===== src/rtl/matmul_result_drain.sv =====
// Result-drain consumer for the systolic matrix multiplier: snapshots matrix_c on
// complete, streams it one byte per valid/ready handshake, then waits for complete to fall.
module matmul_result_drain #(
  parameter int N         = 4,
  parameter bit COL_MAJOR = 1'b0,
  localparam int IW = (N > 1) ? $clog2(N) : 1,
  localparam int CW = (N * N > 1) ? $clog2(N * N) : 1
) (
  input  logic                        clock,
  input  logic                        reset,
  input  logic [0:N-1][0:N-1][0:7]    matrix_c,
  input  logic                        complete,
  input  logic                        abort,
  output logic [7:0]                  out_data,
  output logic [IW-1:0]               out_row,
  output logic [IW-1:0]               out_col,
  output logic                        out_valid,
  input  logic                        out_ready,
  output logic                        out_last,
  output logic                        done,
  output logic                        busy
);

  typedef enum logic [1:0] {IDLE, CAPTURE, STREAM, DONE} state_e;

  localparam logic [CW-1:0] LAST_IDX = CW'(N * N - 1);

  state_e                     state_q, state_d;
  logic [CW-1:0]              cnt_q, cnt_d;
  logic [0:N-1][0:N-1][0:7]   snap_q, snap_d;

  // NOTE: every always_comb output gets a default first so no path leaves a latch.
  always_comb begin
    state_d = state_q;
    cnt_d   = cnt_q;
    snap_d  = snap_q;
    unique case (state_q)
      IDLE:    if (complete) state_d = CAPTURE;
      CAPTURE: begin
        snap_d  = matrix_c;
        cnt_d   = '0;
        state_d = STREAM;
      end
      STREAM: begin
        if (out_ready) begin
          if (cnt_q == LAST_IDX) state_d = DONE;
          else                   cnt_d   = cnt_q + CW'(1);
        end
      end
      DONE:    if (!complete) state_d = IDLE;
      default: state_d = IDLE;
    endcase
    // Abort outranks a simultaneous transfer; the snapshot is deliberately kept.
    if (abort) begin
      state_d = IDLE;
      cnt_d   = '0;
    end
  end

  // NOTE: state registers use non-blocking assignments so every flop samples pre-edge values.
  always_ff @(posedge clock or posedge reset) begin
    if (reset) begin
      state_q <= IDLE;
      cnt_q   <= '0;
      snap_q  <= '0;
    end else begin
      state_q <= state_d;
      cnt_q   <= cnt_d;
      snap_q  <= snap_d;
    end
  end

  int unsigned idx, major, minor, row_i, col_i;

  always_comb begin
    idx   = int'(cnt_q);
    major = idx / N;
    minor = idx % N;
    row_i = COL_MAJOR ? minor : major;
    col_i = COL_MAJOR ? major : minor;

    out_valid = (state_q == STREAM);
    out_last  = out_valid && (cnt_q == LAST_IDX);
    done      = (state_q == DONE);
    busy      = (state_q == CAPTURE) || (state_q == STREAM);
    out_row   = out_valid ? IW'(row_i) : '0;
    out_col   = out_valid ? IW'(col_i) : '0;

    // Constant-index mux keeps the select width-clean for every N.
    out_data = '0;
    for (int i = 0; i < N; i++) begin
      for (int j = 0; j < N; j++) begin
        if (out_valid && row_i == i && col_i == j) out_data = snap_q[i][j];
      end
    end
  end

endmodule

===== config.mk =====
export PLATFORM = sky130hd
export DESIGN_NAME = matmul_result_drain
export DESIGN_NICKNAME = d
export VERILOG_FILES = /design/src/rtl/matmul_result_drain.sv
export SDC_FILE = /design/constraint.sdc
export NUM_CORES = 1
export LEC_CHECK = 0
export ABC_AREA = 1
export CORE_ASPECT_RATIO = 0.7
export CORE_MARGIN = 3
export CORE_UTILIZATION = 56
export CTS_CLUSTER_DIAMETER = 120
export DETAILED_ROUTE_END_ITERATION = 6
export DONT_BUFFER_PORTS = 1
export PLACE_DENSITY_LB_ADDON = 0.05
export RECOVER_POWER = 25
export SETUP_SLACK_MARGIN = 0.05
export SLEW_MARGIN = 20
export SYNTH_ARGS = -nofsm -noshare
export SYNTH_HDL_FRONTEND = slang
export SYNTH_SLANG_ARGS = --single-unit

===== constraint.sdc =====
create_clock -name clock -period 10.3 [get_ports clock]
set_clock_uncertainty 0.2 [all_clocks]
set_input_delay 1.03 -clock clock [delete_from_list [all_inputs] [get_ports clock]]
set_output_delay 1.03 -clock clock [all_outputs]
set_load 0.05 [all_outputs]

==> Word-level counts from Yosys, hierarchy flattened <==
Index checks and enable logic that the tools add are counted.
Widths: inputs -> output; s select.
{ "totals": {"wordCells": 90, "out_inout_bits": 16, "regBits": 134, "input_bits": 133} }
{ "classes": {"addsub": 1, "mux": 28, "reduce_logical": 28, "n_eq_ne": 15} }
{ "ops": {"columns": ["op", "count"], "rows": [
  ["$mux 8", 16],
  ["$logic_not 32->1", 2],
  ["$logic_and 1x1->1", 21],
  ["$mux 2", 7],
  ["$eq 2x2->1 const B", 6],
  ["$mux 4", 3],
  ["$ne 3x3->1 const B", 3],
  ["$pmux 2 s4", 1],
  ["$pmux 4 s2", 1],
  ["$eq 2x1->1 const B", 3],
  ["$ne 3x2->1 const B", 2],
  ["$add 4x1->4 const B", 1],
  ["$eq 4x4->1 const B", 1],
  ["$reduce_and 4->1", 1],
  ["$reduce_and 3->1", 1],
  ["$reduce_bool 3->1", 1],
  ["$logic_not 2->1", 1],
  ["$logic_or 1x1->1", 1]
]} }

==> Longest topological paths before layout <==
{ "logic_depth": {"ltp_word": 19, "mapped_depth": 22, "depth_no_buf": 21} }

==> Least setup slack after synthesis <==
No wires, ideal clock.
{ "synth_path": {"kind": "register -> output", "start": "register state_q[0]", "end": "output out_data[0]", "stages_incl_launch_ff": 11, "n_path_buf": 2, "required_time_ns": 9.070, "arrival_ns": 3.080, "path_slack_ns": 5.990, "cell_sequence": "dfrtp_1 -> inv_1 -> ha_1 -> buf_6 -> inv_2 -> nor2_1 -> inv_2 -> nor2_4 -> clkbuf_1 -> inv_1 -> o21ai_1"} }
{ "synth_via": {"elab_chain_len": 19, "elab_cells_between_ends": 37} }
{ "synth_lines": {"columns": ["item", "line", "rtl"], "rows": [
  ["start: declaration", "28", "state_e state_q, state_d;"],
  ["start signal: assignment", "67", "state_q <= state_d;"],
  ["$eq 2x2->1 (*)", "82", "out_valid = (state_q == STREAM);"],
  ["net out_valid", "17", "output logic out_valid,"],
  ["$logic_and 1x1->1 (2 in series)", "93", "if (out_valid && row_i == i && col_i == j) out_data = snap_q[i][j];"],
  ["$mux 8 (15 in series)", "93", null],
  ["$mux 8 (*)", "93", null],
  ["end: declaration", "14", "output logic [7:0] out_data,"]
]} }
Mark *: on every way through the listed nets, which the timed path passes. The rest lies on a longest branch.

==> Final worst setup path <==
{ "layout_path": {"start": "register state_q[0]", "end": "output out_data[4]"} }
Same word-level chain as after synthesis.

==> impl_results.md <==
* Status: finished with violations
* Failing checks: max-capacitance violations, max-slew violations
* Cells after Synth at 898
* Commonest non-fill, non-tap cells in the layout: nand2_1, dfrtp_1, inv_1
* Vias in the first global route at 5,492
* # setup viols final at 0
* Min cycle time layout at 5.30 ns
* Max-cap violations at 2
* Global routing usage on met3 at 0.0717
* GRT Resource Usage Total at 0.268
* GR Layer Usage met2 at 0.366
* Starting DRT DRC Count at 466
* Synth top area share at 0.506
* Type of origin of the critical path: flip-flop
* Cts bufs inserted at 17
* Yosys reg bits at 134
* Hpwl dp at 12.3 mm
* PwrDens at 306 mW/mm2
* Slew margin rel. at -0.947
* RSZ-0062 raised after global routing: no
* Warnings from Yosys at 0
* Fraction of layout cells with a size suffix above 1 at 0.0661
* Root buffer cell: clkbuf_16
* Max Freq at 189 MHz
* Top cells by area, synth: dfrtp_1, nand2_1, a21oi_1
* H-tree levels at 4
* Leading cell type in the layout, fill and taps excluded: nand2_1
* GR Layer Usage met1 at 0.415
* Netlist cell types at 29
* CP arrival at 4.07 ns
* Final ANT Viol Nets at 0
* First-pass GRT wire length at 27.8 mm
* Post-synth top area cell: dfrtp_1
* Post-CTS setup buffer count at 0
* # port buffers at 0
* Syn Std Cell Area at 0.00663 mm2
* Worst hold path class: flip-flop to flip-flop
* Tcrit/Tclk final at 0.515
* Final Hold Violating Endpoints at 0
* Syn Area/Cell at 7.38 um2
* Antenna violations before repair at 0
* Least-Margin Pin Slew at 2.90 ns
* Largest net degree at the start of global routing at 122
* Die Ht at 97.0 um
* Seq/Total Area, Yosys at 0.506
* Clk_lat worst skew at 0.41 ns
* Ys async rst share at 1.00
* Crit path max fanout at 12
* Starting Density at 0.587
* Core Area at 0.0113 mm2
* N_diodes at 0
* Syn-to-layout area delta at 9.32%
* Routed wire length per instance at 16.4 um
* # fillers at 1,041
* # DRC at 0
* CP Launch Point: state_q[0]$_DFFE_PP0P_
* Syn_nets at 1,039
* CP Class: flip-flop to output pin
* Sink Count at 134
* VDD IR max at 0.000162 V
* P_leak at 3.78 nW
* Die area at 0.0132 mm2
* IO Pins at 149
* Gr busiest metal: met1
* Post_cts resized at 0
* Util after Layout at 0.642
* TritonRoute pass-1 iters at 7
* Crit end category: output pin
* DR vias at 5,633
* Req. time, crit path at 9.07 ns
* Slew Limit Fails at 122
* Cell Rows at 32
* Clk slew on worst S/H paths at 0.06 ns
* Most used DFF post-synth: dfrtp_1
* Setup TNS at 0 ns
* GRT overflow at 0
* Nets at 1,021
* CTS tree: yes
* Die width at 136 um
* GP Congestion at 0.911
* Clock Path Buffers at 2
* Post-synth EDFFs at 0
* Hold buffers post-CTS at 0
* Final WL at 17.1 mm
* R2r startpoint: state_q[1]$_DFFE_PP0P_
* Min-delay src: snap_q[39]$_DFFE_PP0N_
* Via/cell ratio at 5.39
[per-stage QoR]
step	hold WS, ns	instances	power, mW	setup slack [ns]	instance area (um2)
finish	0.272	1045	2.22	5.00	7250
global route	0.296	1045	2.39	4.70	7250
CTS	0.274	1045	2.23	5.01	7260
detailed placement	0.259	1014	1.63	5.49	6690
global placement	0.253	1014	1.59	5.53	6690
floorplan	0.242	898	1.44	5.49	6630
[synthesized netlist by cell type, types with 4 or more instances]
master and number:
nor2_4 4, o21ai_1 7, nand2_1 447, nand3_1 37
clkbuf_1 34, nor2_2 5, dfrtp_1 134, a21oi_1 60
inv_1 73, inv_2 5, ha_1 8, nor2_1 15
o21ai_0 47
[path summary, 6_finish.rpt]
path,slack [ns],cells after the start,end
min in group asynchronous,1.10,1,snap_q[105]$_DFFE_PP0N_
max in group asynchronous,6.92,2,snap_q[56]$_DFFE_PP0N_
setup reg to reg,6.69,6,snap_q[62]$_DFFE_PP0N_
hold reg to reg,0.27,2,snap_q[39]$_DFFE_PP0N_
hold / removal,0.27,2,snap_q[39]$_DFFE_PP0N_
setup / recovery,5.00,16,out_data[4]
[metal layers]
metal,up-vias,share of wire
met3,27,0.099
li1,2737,-
met1,2653,0.46
met5,-,0
met4,0,0.018
met2,216,0.42
[sequential cells by signal (all words and copies together) (netlist names)]
signal   flops
state_q      2
snap_q     128
cnt_q        4
[power breakdown]
group	internal [mW]	leakage [nW]	total [mW]	switching, mW
clock network	0.361	0.279	0.592	0.231
registers	0.784	1.66	0.911	0.127
logic	0.195	1.84	0.714	0.519
[worst max-delay path: stages, from the launching register on]
cell     delay (ns)
dfrtp_1        0.40
inv_1          0.12
ha_1           0.84
nand2_1        0.25
nor2_1         0.16
inv_1          0.10
nor2_1         0.54
inv_1          0.23
nand3_1        0.14
nand3_1        0.09
nand3_1        0.09
nand2_1        0.08
nand2_1        0.06
nand2_1        0.06
nand2_1        0.07
nand2_1        0.06
nand2_1        0.36
[kinds of logic after synthesis]
| kind of cell | synth area share |
|---|---|
| buf+inv | 0.0712 |
| simple gates | 0.315 |
| flops | 0.506 |
| compound gates | 0.0919 |
| fa+ha+maj | 0.0151 |
| xor+xnor | 0.00132 |
[layout make-up]
type,count,area (um2),area share
Tap cell,153,191,0.0264
Sequential cell,134,3350,0.463
Clock buffer,19,443,0.0611
Clock inverter,12,130,0.0180
Multi-Input combinational cell,645,2810,0.387
Inverter,79,300,0.0414
Timing Repair Buffer,3,22.5,0.00311
Note: power is estimated with default switching activity, not from simulation.
